[src/rtl/share_split.sv]
// Boolean masking encoder: splits one unmasked word into NUM_SHARES shares
// using NUM_SHARES-1 fresh random words, so that the XOR of all shares equals the input.
module share_split #(
    parameter int NUM_SHARES    = 2,
    parameter int ELEMENT_WIDTH = 8
) (
    input  logic                                     in_clock,
    input  logic                                     in_reset_n,
    input  logic [ELEMENT_WIDTH-1:0]                 in_value,
    input  logic                                     in_valid,
    output logic                                     out_ready,
    input  logic [ELEMENT_WIDTH-1:0]                 in_random,
    input  logic                                     in_random_valid,
    output logic                                     out_random_ready,
    output logic [NUM_SHARES-1:0][ELEMENT_WIDTH-1:0] out_shares,
    output logic                                     out_valid,
    input  logic                                     in_ready
);
    localparam int CW = $clog2(NUM_SHARES);
    localparam logic [CW-1:0] LAST = CW'(NUM_SHARES - 2);

    generate
        if (NUM_SHARES < 2) begin : g_bad_num_shares
            $error("share_split: NUM_SHARES must be >= 2");
        end
    endgenerate

    typedef enum logic [1:0] {IDLE, COLLECT, OUTPUT} state_t;

    state_t                                  state, state_nxt;
    logic [ELEMENT_WIDTH-1:0]                acc;
    logic [CW-1:0]                           cnt;
    logic [NUM_SHARES-1:0][ELEMENT_WIDTH-1:0] shares;
    logic                                    in_fire, rnd_fire;

    always_ff @(posedge in_clock or negedge in_reset_n) begin
        if (!in_reset_n) state <= IDLE;
        else             state <= state_nxt;
    end

    always_comb begin
        state_nxt        = state;
        out_ready        = 1'b0;
        out_random_ready = 1'b0;
        out_valid        = 1'b0;
        case (state)
            IDLE: begin
                out_ready = 1'b1;
                if (in_valid) state_nxt = COLLECT;
            end
            COLLECT: begin
                out_random_ready = 1'b1;
                if (in_random_valid && cnt == LAST) state_nxt = OUTPUT;
            end
            OUTPUT: begin
                out_valid = 1'b1;
                if (in_ready) state_nxt = IDLE;
            end
            default: state_nxt = IDLE;
        endcase
    end

    assign in_fire  = in_valid & out_ready;
    assign rnd_fire = in_random_valid & out_random_ready;

    // acc carries the unmasked value and is only ever folded into the last share,
    // never exposed on its own.
    always_ff @(posedge in_clock or negedge in_reset_n) begin
        if (!in_reset_n) begin
            acc    <= '0;
            cnt    <= '0;
            shares <= '0;
        end else begin
            if (in_fire) begin
                acc <= in_value;
                cnt <= '0;
            end
            if (rnd_fire) begin
                shares[cnt] <= in_random;
                if (cnt == LAST) begin
                    shares[NUM_SHARES-1] <= acc ^ in_random;
                end else begin
                    acc <= acc ^ in_random;
                    cnt <= cnt + CW'(1);
                end
            end
        end
    end

    assign out_shares = shares;

endmodule
[config.mk]
export PLATFORM = sky130hd
export DESIGN_NAME = share_split
export DESIGN_NICKNAME = d
export VERILOG_FILES = /design/src/rtl/share_split.sv
export SDC_FILE = /design/constraint.sdc
export NUM_CORES = 1
export LEC_CHECK = 0
export CAP_MARGIN = 40
export CORE_ASPECT_RATIO = 1.75
export CORE_MARGIN = 4
export CORE_UTILIZATION = 40
export DETAILED_ROUTE_END_ITERATION = 8
export DONT_BUFFER_PORTS = 1
export GPL_ROUTABILITY_DRIVEN = 0
export PLACE_DENSITY = 0.65
export SKIP_CTS_REPAIR_TIMING = 1
export SKIP_LAST_GASP = 1
export SYNTH_ARGS = -nofsm -noshare
export SYNTH_HDL_FRONTEND = slang
export SYNTH_SLANG_ARGS = --single-unit
[constraint.sdc]
create_clock -name in_clock -period 1.49 [get_ports in_clock]
set_clock_uncertainty 0.1 [all_clocks]
set_input_delay 0.298 -clock in_clock [delete_from_list [all_inputs] [get_ports in_clock]]
set_output_delay 0.298 -clock in_clock [all_outputs]
set_load 0.01 [all_outputs]
; ---- After elaboration in Yosys (flattened, before gate mapping)
; Cells that the tools add are included.
[totals]
mem_bits_ro = 0
in_bits = 21
ram_bits = 0
mem_count = 0
elab_cells = 38
ff_bits = 27
output_inout_bits = 19
latch_bits = 0
[op_classes]
eq_ne = 5
order_cmp = 2
mux = 17
n_shift = 0
reduce_logical = 4
mul = 0
n_addsub = 1
bitwise = 4
n_div = 0
[op_table]
columns = op, n
row1 = two-way mux 8 bit, 5
row2 = bitwise mux 16 bit, 1
row3 = demux 8 bit (select 1 bit), 1
row4 = bitwise XOR 8 bit, 1
row5 = two-way mux 1 bit, 6
row6 = two-way mux 2 bit, 3
row7 = "!= test 2 bit, second input constant", 3
row8 = one-hot mux 2 bit (3 select lines), 1
row9 = AND reduction 3 bit, 1
row10 = bitwise AND 1 bit, 2
row11 = "equality test 2 x 1 -> 1 bit, second input constant", 1
row12 = "equality test 2 bit, second input constant", 1
row13 = logical AND 1 bit, 2
row14 = zero test 2 bit, 1
row15 = "< comparator 1 x 2 -> 1 bit, second input constant", 1
row16 = "adder 1 bit, second input constant", 1
row17 = "greater-or-equal comparator 1 bit, second input constant", 1
row18 = NOT 1 bit, 1

; ---- Depth between registers and ports, before layout
; Gate-level depths: netlist of the first run.
[logic_depth]
ltp_word = 6
mapped_depth = 5

; ---- Worst setup path after synthesis of the first run
; Ideal clock, no wire load.
[synth_path]
path_type = register to register
start = register state[1]
end = register shares (netlist bit out_shares[0])
setup_ps = 125
path_slack_ps = -153
synth_period_minus_slack_ps = 1643
arrival_time_ps = 1418
t_required_ps = 1265
path_stages_with_launch = 4
path_cell_list = dfrtp_1 and2b_1 nor3b_4 mux2_2
[synth_between]
elab_chain_len = 3
[synth_lines]
columns = item, line_no
row1 = from (decl), 30  ; state_t state, state_nxt;
row2 = from (signal assigned), 38  ; else state <= state_nxt;
row3 = equality test 2 x 1 -> 1 bit, 46  ; case (state)
row4 = two-way mux 1 bit, 46
row5 = named net out_random_ready, 14  ; output logic out_random_ready,
row6 = bitwise AND 1 bit, 64  ; assign rnd_fire = in_random_valid & out_random_ready;
row7 = "to (signal, indexed assignment)", 79  ; shares[cnt] <= in_random;
row8 = "to (signal, indexed assignment)", 81  ; shares[NUM_SHARES-1] <= acc ^ in_random;
row9 = to (decl), 33  ; logic [NUM_SHARES-1:0][ELEMENT_WIDTH-1:0] shares;
; The timed path passes the listed nets, and every way through them passes these cells.
; A chain may end at the register's enable or synchronous reset.

; ---- Worst setup path after layout of the first run
[layout_path]
start = register state[0]
end = output out_random_ready
[layout_between]
elab_chain_len = 2
[layout_lines]
columns = item, line_no
row1 = equality test 2 x 1 -> 1 bit, 46
row2 = two-way mux 1 bit, 46
row3 = to (decl), 14
; Every way passes these cells.

==> results of run 1 <==
metrics by stage:
step / setup TNS, ns / utilization / instances / power [uW] / hold WS, ns
floorplan: -0.955 / - / 126 / 2150 / -0.0976
global placement: -0.0609 / 0.455 / 173 / 2410 / -0.0968
detailed placement: -0.456 / 0.455 / 173 / 2480 / -0.0968
CTS: -0.739 / 0.469 / 177 / 2910 / -0.409
global route: -1.60 / 0.491 / 182 / 3230 / 0.0444
finish: -0.645 / 0.491 / 182 / 2990 / 0.0470
how the worst min path moves through the flow:
stage / start / endpoint / slack, ns / cells after the start
3_3_place_gp: in_reset_n / out_shares[15]$_DFFE_PN0P_ / -0.1 / 0
2_1_floorplan: in_reset_n / acc[0]$_DFF_PN0_ / -0.1 / 0
5_1_grt: in_random[6] / out_shares[6]$_DFFE_PN0P_ / 0.04 / 1
6_report: in_random[6] / out_shares[6]$_DFFE_PN0P_ / 0.05 / 1
4_1_cts: in_reset_n / out_shares[11]$_DFFE_PN0P_ / -0.41 / 0
3_5_place_dp: in_reset_n / out_shares[15]$_DFFE_PN0P_ / -0.1 / 0
layout by cell type (no fill, tap or decap), types with 3 or more instances in the layout:
| cell type | n |
|---|---|
| mux2i_1 | 8 |
| mux2_1 | 3 |
| a21oi_1 | 8 |
| inv_1 | 10 |
| dfrtp_1 | 26 |
| buf_4 | 9 |
| mux2_2 | 5 |
| o21ai_0 | 9 |
| o22ai_1 | 8 |
| nor2b_1 | 8 |
| xnor2_1 | 8 |
| clkbuf_8 | 3 |
| nand2_1 | 17 |
| buf_12 | 3 |
power by group:
part | internal, uW | switching (uW) | total [uW] | leakage (uW)
registers | 1080 | 341 | 1420 | 0.000320
logic | 627 | 510 | 1140 | 0.000429
clock network | 188 | 241 | 430 | 0.0000255
total | 1900 | 1090 | 2990 | 0.000774
routing by layer:
metal / vias up / GRT usage
met4: 0 / 0.0859
met2: 21 / 0.255
li1: 448 / -
met3: 5 / 0.0411
met1: 439 / 0.164
met5: - / 0
critical path: stages, from the launching register on:
cell	delay, ns
dfrtp_2	0.44
and2b_2	0.21
buf_4	0.13
buf_6	0.11
cells by family (layout without fill, tap and decap cells):
kind of cell,count (synthesis),count (layout)
AOI/OAI and AO/OA,26,26
xor gates and xnor gates,8,8
buffers and inverters,15,28
DFF,27,27
muxes,16,16
and+or+nand+nor,34,34
layout make-up:
type | instances | area [um2] | area share
Tap cell | 43 | 53.8 | 0.0345
Timing Repair Buffer | 14 | 149 | 0.0956
Clock buffer | 3 | 41.3 | 0.0265
Multi-Input combinational cell | 84 | 594 | 0.382
Inverter | 10 | 37.5 | 0.0241
Clock inverter | 1 | 5.00 | 0.00321
Sequential cell | 27 | 677 | 0.435
state kept, by name (all words and copies together), names as in the netlist:
register    flops
acc             8
cnt             1
out_shares     16
state           2
==> summary.txt, run 1 <==
Global route
  – First-pass GRT wire length: a little under 5 mm
  – GRT Total Usage: 0.152
  – Largest net degree at the start of global routing: 28
  – Initial antenna violation count: 0
  – Overflow after GRT: 0
  – Vias in the first global route: 930

Detailed routing
  – Met3 WL post-DR: between 150 and 200 um
  – Max Used Layer: met4
  – Routed wire per std cell: between 15 and 20 um
  – Avg Vias per Cell: ~5.0
  – WL final: a little under 3 mm
  – Met2 routed WL: about 1.6 mm
  – Routed Antenna Nets: 0
  – Drt initial violations: 17
  – Met1 WL: 1.08 mm
  – DRC errors left: 0
  – Pre-antenna DRT Iters: 4
  – Vias after detailed routing: just over 900

Logic synthesis
  – Main combinational cell family by area after synthesis: simple AND/OR/NAND/NOR gates
  – Synth area leaders: dfrtp_1, mux2i_1, xnor2_1
  – Sequential element share of the synthesized area: 0.512
  – Adder-cell share of the synthesized area: 0
  – Synth unique cells: 23
  – Ys async rst share: 1.00
  – Cell with the most instances after synthesis: dfrtp_1
  – Post-synthesis xor/xnor area fraction: 0.0531
  – Commonest cells post-synth: dfrtp_1, nand2_1, inv_1, nor2b_1, o21ai_0
  – Syn Nets: approximately 150
  – Yosys top cell area share: 0.512
  – Post-Synth Simple-Gate Area: 0.152
  – Mapped Area: about 1300 um2
  – YS warnings: 0
  – Mux contribution to synthesized area: 0.129
  – Syn Area/Cell: around 10 um2
  – Number of synthesized flops with an enable pin: 0
  – Compound-cell area share of the yosys netlist: 0.108
  – Mapped Cells: roughly 130
  – Yosys top cell by area: dfrtp_1
  – Synthesis-stage register bit count: 27
  – Most used DFF post-synth: dfrtp_1

Clock tree
  – CTS Buf Count: 3
  – Clk root buf: clkbuf_8
  – Max clock buf depth: 2
  – Worst-Skew Late Latency: ~0.28 ns
  – CTS tree: yes
  – # clock sinks: 27
  – H-tree Lvls: 1
  – CTS clk-pin slew, worst paths: around 0.090 ns

Cells and area
  – Fillers: around 320
  – Fin area: roughly 1600 um2
  – Synth-to-Final Area Change: 18.0%
  – Fraction of layout cells with a size suffix above 1: 0.216
  – Final nets: roughly 160
  – Ant diodes: 0

STA
  – RSZ-0062 raised after global routing: yes
  – Final Max Slew Viols: 0
  – Crit share post-route: 1.05
  – Slew HR: 0.827
  – Worst-margin pin slew: approximately 0.26 ns
  – Final WS setup: -0.0819 ns
  – Fmax: about 640 MHz
  – Crit path time final: roughly 1.6 ns
  – Final hold vios: 0
  – Final setup vio count: 17

Floorplanning
  – Die X-Extent: 51.4 um
  – Area of the die: between 4000 and 5000 um2
  – Initial Util: 0.416
  – IO Count: 40
  – Rows: 27
  – Die height: roughly 84 um
  – Core area: 3180 um2

Critical path
  – CP arrival: around 1.2 ns
  – R2R Path Start: state[1]$_DFFE_PN0P_
  – Crit Path Class: flop to output port
  – FF-to-FF setup slack: -0.07 ns
  – Crit-path max FO: 5
  – CP startpoint kind: flop
  – Required time of the critical path: ~1.1 ns
  – Critical path capture point type: output port
  – Setup crit end: out_random_ready
  – Critical R2R Capture: out_shares[7]$_DFFE_PN0P_
  – Critical path origin: state[0]$_DFFE_PN0P_
  – Reg2reg path depth: 4

Pwr
  – VDD IR max: between 1000 and 1500 uV
  – PwrDens: roughly 1900 nW/um2
  – LEAKAGE: between 0.0007 and 0.0008 uW

Min path
  – Worst hold path class: input port to flop

Run status
  – Run status: finished, violations left
  – Failing checks: negative setup slack

Placed design
  – Port-buffer cells: 0
  – Setup WS pre-CTS: -0.0595 ns
  – DP HPWL: ~2.2 mm
  – Placed cell area: ~1400 um2

Run
  – Max_cap viols: 0
No activity file was read; power rests on OpenSTA's default activity.
==> run 2: changes to the inputs <==
--- a/config.mk
+++ b/config.mk
@@ -6,13 +6,15 @@
 export NUM_CORES = 1
 export LEC_CHECK = 0
 export CAP_MARGIN = 40
+export CELL_PAD_IN_SITES_DETAIL_PLACEMENT = 0
+export CELL_PAD_IN_SITES_GLOBAL_PLACEMENT = 1
 export CORE_ASPECT_RATIO = 1.75
 export CORE_MARGIN = 4
 export CORE_UTILIZATION = 40
 export DETAILED_ROUTE_END_ITERATION = 8
 export DONT_BUFFER_PORTS = 1
 export GPL_ROUTABILITY_DRIVEN = 0
-export PLACE_DENSITY = 0.65
+export PLACE_DENSITY = 0.79
 export SKIP_CTS_REPAIR_TIMING = 1
 export SKIP_LAST_GASP = 1
 export SYNTH_ARGS = -nofsm -noshare
==> summary.txt, run 2 (synthesis gave the netlist of run 1 again) <==
Critical path
  – Cell with the largest stage delay on the worst path: dfrtp_1
  – Critical path origin: state[1]$_DFFE_PN0P_
  – Required time of the critical path: about 1.6 ns
  – Slowest stage delay, CP: about 0.40 ns
  – Crit Path Class: flop to flop
  – Critical path capture point type: flop
  – CP startpoint kind: flop
  – CP arrival: ~1.6 ns
  – CP Cell Sequence: and2b_2 -> nor3b_4 -> buf_6 -> mux2_4
  – Crit-path max FO: 6
  – Setup crit end: out_shares[6]$_DFFE_PN0P_
  – Reg2reg path depth: 4
  – R2R Path Start: state[1]$_DFFE_PN0P_
  – Critical R2R Capture: out_shares[6]$_DFFE_PN0P_
  – FF-to-FF setup slack: -0.04 ns

Clock tree
  – Clk root buf: clkbuf_8
  – CTS clk-pin slew, worst paths: approximately 0.09 ns
  – Max clock buf depth: 2
  – CTS tree: yes
  – CTS Buf Count: 3
  – Worst-Skew Late Latency: around 0.26 ns
  – H-tree Lvls: 1
  – # clock sinks: 27

Detailed routing
  – DRC errors left: 0
  – Pre-antenna DRT Iters: 4
  – Routed wire per std cell: between 15 and 20 um
  – Routed Antenna Nets: 0
  – Vias after detailed routing: just over 900
  – WL final: between 2 and 3 mm
  – Avg Vias per Cell: between 5 and 6
  – Drt initial violations: 10

Cells and area
  – Commonest non-fill, non-tap cell in the layout: dfrtp_1
  – Fillers: approximately 320
  – Final core area utilization: 0.491
  – Ant diodes: 0
  – Largest register FFs: 16
  – Footprint of the multi-input gates: 622 um2
  – Synth-to-Final Area Change: 18.2%
  – FF+latch area: ~680 um2
  – Fraction of layout cells with a size suffix above 1: 0.212
  – Most frequent cells in the layout: dfrtp_1, nand2_1, inv_1, o21ai_0
  – Final nets: about 160
  – Post-route insts no fill: 180

Pwr
  – LEAKAGE: 0.000789 uW
  – Clock share of power: 0.135
  – Pint: approximately 1900 uW
  – Switching Fraction: 0.357
  – PwrDens: 1910 nW/um2
  – VDD IR max: 1130 uV
  – Part of the power in registers: 0.475
  – Comb power frac: 0.390
  – Power, Total: between 2000 and 3000 uW
  – Net Sw Power: around 1100 uW

Floorplanning
  – IO Count: 40
  – Initial Util: 0.416
  – Core area: 3180 um2
  – Die height: between 80 and 90 um
  – Die X-Extent: 51.4 um
  – Area of the die: around 4300 um2
  – Rows: 27

Placed design
  – DP HPWL: about 2.2 mm
  – Dpl cells: 173
  – Port-buffer cells: 0

Global route
  – Overflow after GRT: 0
  – GRT Total Usage: 0.143
  – Vias in the first global route: about 930
  – Initial antenna violation count: 0
  – First-pass GRT wire length: 4.73 mm
  – Largest net degree at the start of global routing: 28

STA
  – RSZ-0062 raised after global routing: yes
  – Crit path time final: approximately 1.5 ns
  – Worst-margin pin slew: roughly 0.25 ns
  – Crit share post-route: 1.03
  – Fmax: between 600 and 700 MHz
  – Final setup vio count: 10
  – Setup TNS: -0.220 ns
  – Slew HR: 0.834
  – Final hold vios: 0
  – Final WS setup: -0.0422 ns
  – Final Max Slew Viols: 0

Run status
  – Failing checks: negative setup slack
  – Run status: finished, violations left

Min path
  – Worst hold path class: input port to flop
  – Worst hold stages: 1

Run
  – Max_cap viols: 0
## run 2: cell count changes in the layout (fill, tap and decap cells not counted)
| cell | previous run | this run |
|---|---|---|
| nor2_1 | 0 | 1 |
| buf_12 | 3 | 2 |
| buf_4 | 9 | 7 |
| mux2_4 | 0 | 8 |
| buf_6 | 1 | 2 |
| nor2_2 | 1 | 0 |
| dfrtp_2 | 1 | 0 |
| mux2_1 | 3 | 0 |
| dfrtp_1 | 26 | 27 |
| mux2_2 | 5 | 0 |
## run 2: through the flow
step	instance area [um2]	hold slack, ns	setup WS, ns
after floorplan	1330	-0.0976	-0.127
after global routing	1560	0.0507	-0.0947
after CTS	1480	-0.397	-0.0781
after detailed placement	1430	-0.0968	-0.0210
final	1560	0.0747	-0.0422
after global placement	1430	-0.0969	0.0153
## run 2: worst min-delay path by stage
stage / startpoint / slack (ns) / end
finish: in_random[5] / 0.07 / out_shares[5]$_DFFE_PN0P_
global route: in_random[4] / 0.05 / out_shares[4]$_DFFE_PN0P_
CTS: in_reset_n / -0.40 / out_shares[15]$_DFFE_PN0P_
detailed placement: in_reset_n / -0.1 / out_shares[15]$_DFFE_PN0P_
global placement: in_reset_n / -0.1 / out_shares[15]$_DFFE_PN0P_
floorplan: in_reset_n / -0.1 / acc[0]$_DFF_PN0_
## run 2: cell type report
| class | instances | area share |
|---|---|---|
| repair buffers | 12 | 0.0802 |
| multi-input cells | 84 | 0.399 |
| clock buffers | 3 | 0.0265 |
| flip-flops and latches | 27 | 0.433 |
| well taps | 43 | 0.0345 |
| inverters | 10 | 0.0241 |
| clock inverters | 1 | 0.00321 |
## run 2: power groups by stage
| stage | clock [uW] | combinational (uW) | sequential, uW |
|---|---|---|---|
| 3_5_place_dp | 0 | 998 | 1440 |
| 2_1_floorplan | 0 | 787 | 1360 |
| 6_report | 403 | 1160 | 1420 |
| 4_1_cts | 428 | 1000 | 1430 |
| 3_3_place_gp | 0 | 957 | 1420 |
| 5_1_grt | 460 | 1290 | 1470 |
## run 2: layer usage
layer / vias to the layer above / track usage / part of all wire
li1: 442 / - / -
met1: 437 / 0.168 / 0.39
met2: 28 / 0.227 / 0.52
met3: 6 / 0.0501 / 0.062
met4: 0 / 0.0644 / 0.022
met5: - / 0 / 0
## run 2: critical path: cells and delay by family, from the launching register on
family | cells | cell delay (ns)
simple gates | 2 | 0.44
flops | 1 | 0.40
mux | 1 | 0.31
buf+inv | 1 | 0.17
==> run 3: changes to the inputs <==
--- a/config.mk
+++ b/config.mk
@@ -6,15 +6,16 @@
 export NUM_CORES = 1
 export LEC_CHECK = 0
 export CAP_MARGIN = 40
-export CELL_PAD_IN_SITES_DETAIL_PLACEMENT = 0
-export CELL_PAD_IN_SITES_GLOBAL_PLACEMENT = 1
+export CELL_PAD_IN_SITES_DETAIL_PLACEMENT = 1
+export CELL_PAD_IN_SITES_GLOBAL_PLACEMENT = 2
 export CORE_ASPECT_RATIO = 1.75
 export CORE_MARGIN = 4
-export CORE_UTILIZATION = 40
+export CORE_UTILIZATION = 33
+export CTS_CLUSTER_SIZE = 20
 export DETAILED_ROUTE_END_ITERATION = 8
 export DONT_BUFFER_PORTS = 1
 export GPL_ROUTABILITY_DRIVEN = 0
-export PLACE_DENSITY = 0.79
+export PLACE_DENSITY = 0.81
 export SKIP_CTS_REPAIR_TIMING = 1
 export SKIP_LAST_GASP = 1
 export SYNTH_ARGS = -nofsm -noshare
==> summary.txt, run 3 (synthesis gave the netlist of run 1 again) <==
Critical path
  – Slowest stage delay, CP: around 0.63 ns
  – CP arrival: around 1.7 ns
  – Crit-path max FO: 10
  – CP startpoint kind: flop
  – Critical path capture point type: flop
  – Reg2reg path depth: 3
  – Cell with the largest stage delay on the worst path: or3b_2
  – CP Cell Sequence: or3b_2 -> o22ai_1 -> a21oi_1
  – Critical Path Stages: 3
  – Required time of the critical path: around 1.6 ns
  – Top delay family on crit path: simple AND/OR/NAND/NOR gates
  – Critical path buffer and inverter count: 0
  – Crit Path Class: flop to flop

Detailed routing
  – Pre-antenna DRT Iters: 2
  – Vias after detailed routing: 946
  – Routed wire per std cell: 17.5 um
  – WL final: about 3.2 mm
  – Avg Vias per Cell: ~5.1
  – Drt initial violations: 1
  – DRC errors left: 0
  – Routed Antenna Nets: 0

Run status
  – Failing checks: negative setup slack
  – Run status: finished, violations left

Cells and area
  – Fillers: 434
  – Final nets: 160
  – Fraction of layout cells with a size suffix above 1: 0.210
  – Largest register FFs: 16
  – Most frequent cells in the layout: dfrtp_1, nand2_1, inv_1, buf_4, o21ai_0
  – Fin area: 1540 um2
  – Ant diodes: 0
  – Commonest non-fill, non-tap cell in the layout: dfrtp_1
  – Final core area utilization: 0.398
  – Synth-to-Final Area Change: 16.7%
  – Post-route insts no fill: approximately 190

Clock tree
  – CTS Buf Count: 3
  – Max clock buf depth: 2
  – Worst-Skew Late Latency: ~0.28 ns
  – # clock sinks: 27
  – CTS clk-pin slew, worst paths: roughly 0.10 ns
  – Clk root buf: clkbuf_8
  – CTS tree: yes
  – H-tree Lvls: 1

Floorplanning
  – Rows: 30
  – Core area: a little under 4000 um2
  – Initial Util: 0.341
  – Die height: around 92 um
  – Area of the die: approximately 5100 um2
  – Die X-Extent: roughly 56 um
  – IO Count: 40

Min path
  – Worst hold path class: input port to flop
  – Worst hold stages: 1

Global route
  – Overflow after GRT: 0
  – Largest net degree at the start of global routing: 28
  – Initial antenna violation count: 0
  – Vias in the first global route: 1032
  – GRT Total Usage: 0.132
  – First-pass GRT wire length: ~5.2 mm

STA
  – RSZ-0062 raised after global routing: yes
  – Crit path time final: approximately 1.6 ns
  – Setup TNS: -0.900 ns
  – Final hold vios: 0
  – Worst-margin pin slew: around 0.29 ns
  – Final Max Slew Viols: 0
  – Worst hold slack: 0.0505 ns
  – Crit share post-route: 1.06
  – Final setup vio count: 16
  – Slew HR: 0.807
  – Final WS setup: -0.0852 ns
  – Fmax: roughly 630 MHz

Placed design
  – DP HPWL: about 2.5 mm
  – Placed cell area: about 1400 um2
  – Port-buffer cells: 0
  – Dpl cells: roughly 180

Run
  – Max_cap viols: 0

Pwr
  – PwrDens: between 1500 and 2000 nW/um2
  – VDD IR max: roughly 800 uV
  – LEAKAGE: around 0.00076 uW
-- run 3: changes by cell type in the layout (fill, tap and decap cells not counted), moves of 2 or more --
cell,delta
mux2_4,-8
mux2_2,+5
buf_4,+3
mux2_1,+3
buf_6,-2
-- run 3: path summary, 6_finish.rpt --
path                                           start                    endpoint  slack (ns)
worst max-delay path            state[1]$_DFFE_PN0P_            acc[5]$_DFF_PN0_       -0.09
worst max register to register  state[1]$_DFFE_PN0P_            acc[5]$_DFF_PN0_       -0.09
min in group asynchronous                 in_reset_n  out_shares[13]$_DFFE_PN0P_        0.34
worst min-delay path                    in_random[7]   out_shares[7]$_DFFE_PN0P_        0.05
max in group asynchronous                 in_reset_n        state[0]$_DFFE_PN0P_        0.77
worst min register to register      acc[1]$_DFF_PN0_            acc[1]$_DFF_PN0_        0.44
-- run 3: metal layers --
layer	GRT usage	part of all wire	vias up
met1	0.140	0.37	470
met2	0.229	0.55	19
met4	0.0752	0.022	0
li1	-	-	452
met5	0	0	-
met3	0.0394	0.065	5
-- run 3: area by class of cell --
class	count	area, um2	area share
Clock buffer	3	41.3	0.0268
Timing Repair Buffer	13	125	0.0812
Sequential cell	27	677	0.439
Multi-Input combinational cell	84	594	0.386
Tap cell	48	60.1	0.0390
Clock inverter	1	5.00	0.00325
Inverter	10	37.5	0.0244
-- run 3: where the power goes --
group	switching, uW	leakage (uW)	total, uW	internal (uW)
clock	240	0.0000255	429	188
sequential	352	0.000320	1430	1080
combinational	515	0.000416	1100	586
total	1110	0.000761	2960	1850
-- run 3: stage by stage --
step	total power (uW)	setup slack (ns)
finish	2960	-0.0852
global route	3190	-0.138
CTS	2950	-0.102
detailed placement	2510	-0.0979
floorplan	2150	-0.127
global placement	2420	-0.0141
-- run 3: worst register-to-register path, cell delays in order, from the launching register on --
cell and delay, ns:
dfrtp_1 0.42, or3b_2 0.63, o22ai_1 0.25, a21oi_1 0.07
